<file path="config.mk">
export PLATFORM = sky130hd
export DESIGN_NAME = ldtu_ser_lane_rx
export DESIGN_NICKNAME = d
export VERILOG_FILES = /design/src/rtl/ldtu_ser_lane_rx.sv
export SDC_FILE = /design/constraint.sdc
export NUM_CORES = 1
export LEC_CHECK = 0
export CAP_MARGIN = 5
export CORE_ASPECT_RATIO = 1.75
export CORE_UTILIZATION = 55
export DETAILED_ROUTE_END_ITERATION = 8
export PLACE_DENSITY_LB_ADDON = 0.08
export SLEW_MARGIN = 20
export SYNTH_ARGS = -nofsm -noshare
export SYNTH_HDL_FRONTEND = slang
export SYNTH_SLANG_ARGS = --single-unit
</file>
<file path="constraint.sdc">
create_clock -name CLK_SRL -period 4.3 [get_ports CLK_SRL]
set_input_delay 0.645 -clock CLK_SRL [delete_from_list [all_inputs] [get_ports CLK_SRL]]
set_output_delay 0.645 -clock CLK_SRL [all_outputs]
set_load 0.005 [all_outputs]
</file>
<file path="src/rtl/ldtu_ser_lane_rx.sv">
// Single-lane receiver for one LiTE-DTU serializer output: hunts the sync word,
// confirms word alignment over LOCK_COUNT boundaries, then delivers aligned words.
`timescale 1ns/1ps

module ldtu_ser_lane_rx #(
    parameter logic [31:0] SYNC_WORD  = 32'hEAAAAAAA,
    parameter int unsigned LOCK_COUNT = 4
) (
    input  logic        CLK_SRL,
    input  logic        RST,
    input  logic        SER_IN,
    input  logic        RESYNC,
    output logic [31:0] DATA_OUT,
    output logic        DATA_VALID,
    output logic        IDLE_SEEN,
    output logic        LOCKED,
    output logic [15:0] WORD_CNT
);

    typedef enum logic [1:0] {
        ST_HUNT    = 2'd0,
        ST_CONFIRM = 2'd1,
        ST_LOCKED  = 2'd2
    } state_e;

    localparam logic [3:0] LOCK_CNT4 = 4'(LOCK_COUNT);

    state_e      state_q, state_d;
    logic [31:0] sr_q, sr_d;
    logic [4:0]  bcnt_q, bcnt_d;
    logic [3:0]  scnt_q, scnt_d;
    logic [31:0] data_out_q, data_out_d;
    logic        data_valid_q, data_valid_d;
    logic        idle_seen_q, idle_seen_d;
    logic        locked_q, locked_d;
    logic [15:0] word_cnt_q, word_cnt_d;

    logic sync_match;
    logic boundary;

    assign sync_match = (sr_q == SYNC_WORD);
    assign boundary   = (bcnt_q == 5'd0);

    always_comb begin
        // NOTE: every signal gets a default first so no path can leave it unassigned (no latch).
        state_d      = state_q;
        sr_d         = {sr_q[30:0], SER_IN};
        bcnt_d       = bcnt_q;
        scnt_d       = scnt_q;
        data_out_d   = data_out_q;
        data_valid_d = 1'b0;
        idle_seen_d  = 1'b0;
        word_cnt_d   = word_cnt_q;

        if (RESYNC) begin
            // Resync wins over a coincident boundary; data and count are held.
            state_d = ST_HUNT;
            scnt_d  = 4'd0;
            bcnt_d  = 5'd0;
        end else begin
            case (state_q)
                ST_HUNT: begin
                    bcnt_d = 5'd0;
                    if (sync_match) begin
                        bcnt_d = 5'd1;
                        if (LOCK_CNT4 == 4'd1) begin
                            state_d    = ST_LOCKED;
                            word_cnt_d = 16'd0;
                        end else begin
                            state_d = ST_CONFIRM;
                            scnt_d  = 4'd1;
                        end
                    end
                end

                ST_CONFIRM: begin
                    bcnt_d = bcnt_q + 5'd1;
                    if (boundary) begin
                        if (sync_match) begin
                            scnt_d = scnt_q + 4'd1;
                            if (scnt_q + 4'd1 == LOCK_CNT4) begin
                                state_d    = ST_LOCKED;
                                word_cnt_d = 16'd0;
                            end
                        end else begin
                            state_d = ST_HUNT;
                            scnt_d  = 4'd0;
                            bcnt_d  = 5'd0;
                        end
                    end
                end

                ST_LOCKED: begin
                    bcnt_d = bcnt_q + 5'd1;
                    // Payload may mimic the sync word, so alignment is never re-checked here.
                    if (boundary) begin
                        if (sync_match) begin
                            idle_seen_d = 1'b1;
                        end else begin
                            data_out_d   = sr_q;
                            data_valid_d = 1'b1;
                            if (word_cnt_q != 16'hFFFF) begin
                                word_cnt_d = word_cnt_q + 16'd1;
                            end
                        end
                    end
                end

                default: begin
                    state_d = ST_HUNT;
                    scnt_d  = 4'd0;
                    bcnt_d  = 5'd0;
                end
            endcase
        end

        locked_d = (state_d == ST_LOCKED);
    end

    always_ff @(posedge CLK_SRL) begin
        if (RST) begin
            state_q      <= ST_HUNT;
            sr_q         <= 32'd0;
            bcnt_q       <= 5'd0;
            scnt_q       <= 4'd0;
            data_out_q   <= 32'd0;
            data_valid_q <= 1'b0;
            idle_seen_q  <= 1'b0;
            locked_q     <= 1'b0;
            word_cnt_q   <= 16'd0;
        end else begin
            // NOTE: non-blocking so every flop samples the pre-edge value of the others.
            state_q      <= state_d;
            sr_q         <= sr_d;
            bcnt_q       <= bcnt_d;
            scnt_q       <= scnt_d;
            data_out_q   <= data_out_d;
            data_valid_q <= data_valid_d;
            idle_seen_q  <= idle_seen_d;
            locked_q     <= locked_d;
            word_cnt_q   <= word_cnt_d;
        end
    end

    assign DATA_OUT   = data_out_q;
    assign DATA_VALID = data_valid_q;
    assign IDLE_SEEN  = idle_seen_q;
    assign LOCKED     = locked_q;
    assign WORD_CNT   = word_cnt_q;

    // Output pulses are exclusive and only ever issued while locked.
    a_pulse_excl : assert property (@(posedge CLK_SRL) disable iff (RST)
        !(DATA_VALID && IDLE_SEEN));
    a_pulse_locked : assert property (@(posedge CLK_SRL) disable iff (RST)
        (DATA_VALID || IDLE_SEEN) |-> LOCKED);

endmodule
</file>
==> impl_metrics.csv, run 1 <==
group,metric,value,unit
status,status,"completed",
sta,finClkSkew,8.31,ps
clocking,tritoncts,"done",
logic_synthesis,yosysTopAreaCellShare,50.2,%
sta,fin_ws,1110,ps
route,wl_met3,272,µm
placement,place_congestion,0.858,
grt,grt_pass1_wl,12200,µm
logic_synthesis,syn_area_per_cell,9.89,µm²
route,drt-initial-drc-count,183,
route,route.detailed.drc,0,
setup_path,critPathArrivalTime,3460,ps
die,rows,39,
logic_synthesis,syn_inst,379,
sta,rsz0062_at_grt,"false",
logic_synthesis,syn_nets,388,
clocking,clkSinkCount,94,
logic_synthesis,yosysMostFrequentCell,"dfxtp_1",
logic_synthesis,yosysTopAreaCell,"dfxtp_1",
sta,fmax,0.313,GHz
logic_synthesis,synth_mux_area_share,12.3,%
logic_synthesis,synth_xor_area_share,0.701,%
final_layout,synthToLayoutAreaGrowth,22.6,%
clocking,cts.clk_slew.worst_paths,60,ps
clocking,cts_buffers,9,
die,coreArea,6540,µm²
setup_path,critPathLaunch,"sr_q[13]",
setup_path,path_class,"register to register",
sta,tightest_slew,840,ps
final_layout,drive_gt1_share,6.96,%
sta,fin_setup_tns,0,ps
logic_synthesis,synth_area,3750,µm²
logic_synthesis,synth_ff_type,"dfxtp_1",
grt,antenna_found_initial,0,
setup_path,endpoint_kind,"register",
route,ant_nets,0,
logic_synthesis,synth_compound_area_share,8.81,%
final_layout,multiInputGateArea,1760,µm²
clocking,htreeDepth,3,
clocking,ctsRootBufferMaster,"clkbuf_16",
route,viasPerCell,5.48,
grt,track_usage,22.0,%
sta,final-hold-violation-count,0,
die,pin_count,55,
route,top_layer_used,"met4",
die,fp.dieW,64.4,µm
die,dieArea,7160,µm²
logic_synthesis,synth-adder-area-share,1.67,%
power_and_ir_drop,power.total,1.62,mW
sta,finalCritPeriodShare,74.2,%
clocking,cts_buffer_depth,2,
logic_synthesis,synthTopCellsByCount,"94 x dfxtp_1, 47 x nor2_1, 46 x mux2i_1",
route,drt_wl_total,7340,µm
route,met1_length,3080,µm
sta,report.final.slew_viol_count,0,
grt,grt_max_degree,71,
final_layout,fillers,550,
power_and_ir_drop,leakagePower,1.86,nW
power_and_ir_drop,powerDensity,354,nW/µm²
logic_synthesis,synthTopCellsByArea,"dfxtp_1 50%, mux2i_1 12%, nor2b_1 6.2%, nor2_1 4.7%, nand2b_1 2.3%",
sta,setup_viol,0,
grt,grt.overflow.total,0,
logic_synthesis,yosysSeqAreaShare,50.2,%
logic_synthesis,ys_types,44,
hold_path,hold_start,"sr_q[20]",
placement,hpwl,4990,µm
setup_path,cp_max_fo,13,
die,die_y,111,µm
logic_synthesis,synth_edf_count,0,
clocking,cts_setup_buffers,0,
clocking,cts_resized,0,
placement,port_buffers,54,
sta,period_minus_slack,3190,ps
route,vias,2810,
final_layout,final_nets,435,
clocking,insertion_delay,340,ps
logic_synthesis,async_reset_ff_share,0,%
setup_path,crit_path_start_kind,"register",
job,maxCapViolCount,0,
hold_path,hp-class,"register to register",
logic_synthesis,synthSimpleGateAreaFrac,23.1,%
logic_synthesis,synth-seq-cells,94,
sta,maxSlewHeadroom,43.8,%
logic_synthesis,synth_top_family_by_area,"simple AND/OR/NAND/NOR gates",
setup_path,cp.required,4560,ps
route,firstDrtPassIters,4,
route,routedWlPerCell,14.3,µm
clocking,cts_hold_buf,0,
setup_path,r2r-start,"sr_q[13]",
final_layout,n_antenna_cell,0,
power_and_ir_drop,peakVddDrop,0.284,mV
final_layout,regArea,1880,µm²
placement,place_ws,1270,ps
grt,grt_pass1_vias,2636,
logic_synthesis,ys.warnings.count,0,
route,wl_met2,3840,µm
die,initial_core_util,57.3,%
-- final timing paths --
kind,end,slack [ps],depth (start not counted)
setup / recovery,WORD_CNT[10],1110,6
hold / removal,sr_q[21],480,1
setup reg to reg,WORD_CNT[10],1110,6
hold reg to reg,sr_q[21],480,1
-- registers in the layout (all words and copies together), names as in the netlist --
name        cells
DATA_OUT       32
state_q         2
scnt_q          4
WORD_CNT       16
sr_q           32
bcnt_q          5
IDLE_SEEN       1
DATA_VALID      1
LOCKED          1
-- worst max-delay path, cell delays in order (launching register included) --
cell      delay (ps)
dfxtp_1          340
nor4bb_1         490
nand4_1          260
nor2_1           590
nand4_1          830
a21oi_1          400
mux2i_1          200
-- area by class of cell --
type,count,area share (%)
clock buffers,12,5.37
clock inverters,4,0.654
inverters,5,0.409
multi-input cells,260,38.4
flip-flops and latches,94,41.0
well taps,82,2.23
repair buffers,56,12.0
-- metrics by stage --
stage | utilization (%) | hold slack, ps | cells | cell area (µm²)
final | 70.2 | 483 | 513 | 4590
after global routing | 70.2 | 490 | 513 | 4590
after CTS | 70.1 | 484 | 513 | 4580
after detailed placement | 65.8 | 470 | 497 | 4310
after global placement | 65.8 | 464 | 497 | 4310
after floorplan | - | 451 | 379 | 3750
-- cells by family (layout without fill, tap and decap cells) --
logic type | count (synthesis) | after routing
AOI/OAI and AO/OA | 45 | 45
xor gates and xnor gates | 3 | 3
adders and majority gates | 5 | 5
buffers and inverters | 25 | 77
DFF | 94 | 94
muxes | 46 | 46
and+or+nand+nor | 161 | 161
-- power by group --
part,internal [mW],leakage (nW),switching [mW]
sequential,0.872,0.757,0.00109
combinational,0.00684,0.965,0.0179
clock,0.410,0.133,0.316
total,1.29,1.86,0.335
-- cells in the final DEF, fill, tap and decap left out, drive strengths merged, types with 2 or more instances in the layout --
cell / n
nand3: 11
nor4bb: 7
and2: 2
a2111oi: 2
a211oi: 2
inv: 6
nand2: 22
a41oi: 2
nor2b: 37
o21a: 2
xor2: 2
nor3: 4
ha: 5
buf: 3
o211ai: 2
clkinv: 2
a21boi: 2
nand2b: 14
nand4: 5
and3: 3
dfxtp: 94
a21oi: 17
clkbuf: 12
and4: 4
nor2: 47
clkdlybuf4s50: 53
o21ai: 10
mux2i: 46
-- metal layers --
metal  vias up  global-route usage (%)
li1       1398                       -
met1      1338                    25.0
met2        62                    37.6
met3        12                    5.66
met4         0                    9.63
met5         -                       0
(Power assumes the default switching activity.)
==> run 2: changes to the inputs <==
CORE_UTILIZATION = 48   (was 55)
clock period = 2.87 ns   (was 4.3 ns; I/O delays follow)
==> run 2 against run 1 <==
Effect of this change:
- register-to-register slack worse by 870 ps
- routed wire length increased by 4.2%
- maximum frequency rose by 21%
- clock skew down 0.98 ps
- non-clock buffer count is 5 higher
- utilization fell by 9.0 points
- global-route usage is 1.6 points lower
- sequential cell count did not move
- critical endpoint is now WORD_CNT[2]
- highest routed layer unchanged
==> impl_metrics.csv, run 2 (synthesized netlist as in run 1, its figures left out) <==
group,metric,value,unit
status,status,"completed",
clocking,cts_buffer_depth,2,
sta,final-hold-violation-count,0,
placement,place_congestion,0.849,
setup_path,endpoint_kind,"register",
placement,placed_area,4350,µm²
sta,period_minus_slack,2630,ps
setup_path,critPathArrivalTime,2850,ps
grt,grt_max_degree,47,
route,route.detailed.drc,0,
power_and_ir_drop,powerDensity,530,nW/µm²
clocking,ctsRootBufferMaster,"clkbuf_16",
grt,grt.overflow.total,0,
final_layout,fin_cells,524,
route,met1_length,3190,µm
placement,dp.cells,508,
setup_path,cp_max_fo,34,
sta,maxSlewHeadroom,56.1,%
sta,finClkSkew,7.32,ps
final_layout,stdcell_area,4630,µm²
route,drt-initial-drc-count,106,
final_layout,synthToLayoutAreaGrowth,23.6,%
sta,report.final.slew_viol_count,0,
route,wl_met3,267,µm
route,top_layer_used,"met4",
die,initial_core_util,49.5,%
sta,setup_viol,0,
final_layout,drive_gt1_share,8.26,%
job,maxCapViolCount,0,
setup_path,path_class,"register to register",
die,fp.dieW,68.8,µm
setup_path,cp.required,3090,ps
final_layout,n_antenna_cell,0,
clocking,cts_buffers,9,
grt,track_usage,20.4,%
route,viasPerCell,5.32,
clocking,htreeDepth,3,
sta,fmax,0.380,GHz
route,wl_met2,4060,µm
route,ant_nets,0,
die,dieArea,8180,µm²
sta,tightest_slew,658,ps
sta,fin_setup_tns,0,ps
final_layout,final_nets,440,
grt,grt_pass1_vias,2665,
power_and_ir_drop,power.total,2.46,mW
die,rows,42,
grt,grt_pass1_wl,12600,µm
final_layout,final_common_cell,"dfxtp_1",
route,routedWlPerCell,14.6,µm
clocking,tritoncts,"done",
setup_path,crit_path_start_kind,"register",
route,firstDrtPassIters,4,
sta,finalCritPeriodShare,91.6,%
setup_path,rr_worst_depth,9,
clocking,insertion_delay,330,ps
clocking,cts.clk_slew.worst_paths,70,ps
clocking,clkSinkCount,94,
final_layout,layout_common_cells,"94 x dfxtp_1, 53 x clkdlybuf4s50_1, 47 x nor2_1",
sta,rsz0062_at_grt,"false",
die,coreArea,7570,µm²
grt,antenna_found_initial,0,
power_and_ir_drop,leakagePower,1.88,nW
placement,hpwl,5400,µm
die,die_y,119,µm
placement,port_buffers,54,
hold_path,hp-class,"register to register",
route,drt_wl_total,7650,µm
die,pin_count,55,
hold_path,whs_path_depth,1,
route,vias,2790,
power_and_ir_drop,peakVddDrop,0.368,mV
run 2: cell count changes in the layout (fill, tap and decap cells not counted):
cell      change
a41oi_2       +1
a41oi_4       -1
buf_4         +5
nor4b_2       +1
clkinv_4      -1
inv_6         +1
nor4b_1       -1
run 2: where the power goes:
| part | internal (mW) | switching, mW |
|---|---|---|
| Clock | 0.617 | 0.496 |
| Sequential | 1.31 | 0.00177 |
| Combinational | 0.0104 | 0.0269 |
run 2: critical path, cell delays in order (launching register included):
cell       delay [ps]
dfxtp_1           340
inv_1              80
ha_1              150
or4b_1            590
a21oi_4           220
o211ai_1          140
buf_4             330
a41oi_2           350
a2111oi_0         140
nand2b_1          170
run 2: layout make-up:
class,instances,area [µm²]
inverter,5,18.8
timing repair buffer,61,588
clock buffer,12,246
fill,704,2930
tap,88,110
clock inverter,4,30.0
sequential,94,1880
multi-input combinational,260,1760
run 2: timing repair:
action	4_1_cts	5_1_grt
setup endpoints to repair	0	4
resized for setup	0	1
hold buffers	0	0
buffers inserted	0	0
run 2: final timing paths:
check | startpoint | slack [ps] | end
min | sr_q[23] | 480 | sr_q[24]
max reg2reg | bcnt_q[0] | 240 | WORD_CNT[2]
max | bcnt_q[0] | 240 | WORD_CNT[2]
min reg2reg | sr_q[23] | 480 | sr_q[24]
run 2: per-layer routing:
layer  vias to the layer above  GRT usage, %
li1                       1403             -
met1                      1323          22.9
met2                        56          35.7
met3                         8          4.50
met4                         0          8.04
met5                         -             0
run 2: per-stage QoR:
stage                     hold slack, ps  util, %  worst slack, ps
after global routing                 491     61.2             92.8
final                                479     61.2              242
after floorplan                      451        -              597
after global placement               461     57.5              302
after CTS                            481     61.1              204
after detailed placement             471     57.5              221
==> run 3: changes to the inputs <==
CTS_BUF_LIST = sky130_fd_sc_hd__clkbuf_16   (was unset)
==> run 3 against run 2 <==
Effect of this change:
- clock skew is essentially flat
- final area shrank 0.22%
- sequential cell count is the same
- clock power is essentially flat
- critical path type unchanged
- critical endpoint unchanged
- first-iteration DRC count grew 23%
- worst hold slack lost 1.6 ps
- critical path depth is the same
- final cell count is the same
==> impl_metrics.csv, run 3 (synthesized netlist as in run 1, its figures left out) <==
group,metric,value,unit
status,status,"completed",
final_layout,final_nets,440,
route,firstDrtPassIters,4,
sta,setup_viol,0,
grt,grt_pass1_vias,2667,
power_and_ir_drop,powerDensity,526,nW/µm²
grt,grt_pass1_wl,12600,µm
grt,grt_use_met1,23.3,%
sta,maxSlewHeadroom,55.2,%
clocking,tritoncts,"done",
sta,final-hold-violation-count,0,
die,fp.dieW,68.8,µm
setup_path,path_class,"register to register",
hold_path,hold_start,"sr_q[23]",
placement,place_congestion,0.849,
route,drt_wl_total,7700,µm
setup_path,crit_path_start_kind,"register",
placement,port_buffers,54,
final_layout,n_antenna_cell,0,
setup_path,critPathArrivalTime,2850,ps
sta,holdWs,477,ps
route,route.detailed.drc,0,
clocking,clkSinkCount,94,
sta,finClkSkew,7.15,ps
final_layout,layout_common_cells,"94 x dfxtp_1, 53 x clkdlybuf4s50_1, 47 x nor2_1",
route,vias,2804,
sta,fmax,0.381,GHz
die,rows,42,
grt,grt_busiest_layer,"met2",
setup_path,critPathLaunch,"bcnt_q[0]",
hold_path,hp-class,"register to register",
die,initial_core_util,49.5,%
final_layout,drive_gt1_share,8.03,%
power_and_ir_drop,leakagePower,1.89,nW
clocking,cts_buffers,9,
clocking,cts.clk_slew.worst_paths,70,ps
power_and_ir_drop,peakVddDrop,0.398,mV
die,die_y,119,µm
route,ant_nets,0,
sta,report.final.slew_viol_count,0,
sta,period_minus_slack,2620,ps
setup_path,r2r-start,"bcnt_q[0]",
die,dieArea,8180,µm²
grt,grtUsageMet2,35.5,%
grt,met3_usage,3.64,%
sta,tightest_slew,672,ps
route,viasPerCell,5.35,
clocking,cts_buffer_depth,2,
placement,placed_area,4350,µm²
clocking,ctsRootBufferMaster,"clkbuf_16",
sta,rsz0062_at_grt,"false",
clocking,insertion_delay,340,ps
setup_path,endpoint_kind,"register",
sta,finalCritPeriodShare,91.5,%
die,pin_count,55,
sta,fin_setup_tns,0,ps
placement,hpwl,5400,µm
grt,antenna_found_initial,0,
final_layout,stdcell_area,4620,µm²
clocking,htreeDepth,3,
grt,grt_max_degree,47,
die,coreArea,7570,µm²
job,maxCapViolCount,0,
route,drt-initial-drc-count,130,
route,routedWlPerCell,14.7,µm
setup_path,cp.required,3100,ps
final_layout,final_common_cell,"dfxtp_1",
setup_path,rrSetupSlack,250,ps
setup_path,cp_max_fo,34,
final_layout,synthToLayoutAreaGrowth,23.4,%
grt,track_usage,20.6,%
grt,grt.overflow.total,0,
==> run 3: cell count changes in the layout (fill, tap and decap cells not counted) <==
| cell | delta |
|---|---|
| inv_1 | +2 |
| clkbuf_1 | -2 |
| clkbuf_8 | -1 |
| clkinv_1 | +1 |
==> run 3: repair_timing <==
action,4_1_cts,5_1_grt
resized for setup,0,1
setup buffers,0,0
setup endpoints to repair,0,4
hold buffers,0,0
==> run 3: layer usage <==
| layer | wire, µm | vias to the layer above |
|---|---|---|
| met1 | 3230 | 1331 |
| met4 | 167 | 0 |
| li1 | - | 1404 |
| met3 | 255 | 10 |
| met2 | 4050 | 59 |
| met5 | 0 | - |
==> run 3: final timing paths <==
kind / endpoint / depth (start not counted)
hold reg to reg: sr_q[24] / 1
setup / recovery: WORD_CNT[2] / 9
setup reg to reg: WORD_CNT[2] / 9
hold / removal: sr_q[24] / 1
==> run 3: final cells by class <==
cell class              count  area (µm²)
repair buffers             61         588
clock buffers               9         225
fillers                   706        2940
flip-flops and latches     94        1880
clock inverters             7        41.3
multi-input cells         260        1760
inverters                   5        18.8
well taps                  88         110
==> run 3: stage by stage <==
stage	cells	power (mW)	utilization (%)	setup WS, ps
floorplan	379	1.36	-	597
global placement	508	1.38	57.5	302
detailed placement	508	1.38	57.5	221
CTS	524	2.45	61.0	203
global route	524	2.51	61.1	92.7
finish	524	2.43	61.1	245
==> run 3: power breakdown <==
group          switching [mW]  internal (mW)
registers             0.00179           1.31
clock network           0.504          0.583
logic                  0.0270         0.0104
==> run 3: worst max-delay path, stage by stage (launching register included) <==
cell	delay, ps
dfxtp_1	340
inv_1	80
ha_1	150
or4b_1	590
a21oi_4	220
o211ai_1	140
buf_4	330
a41oi_2	350
a2111oi_0	140
nand2b_1	170
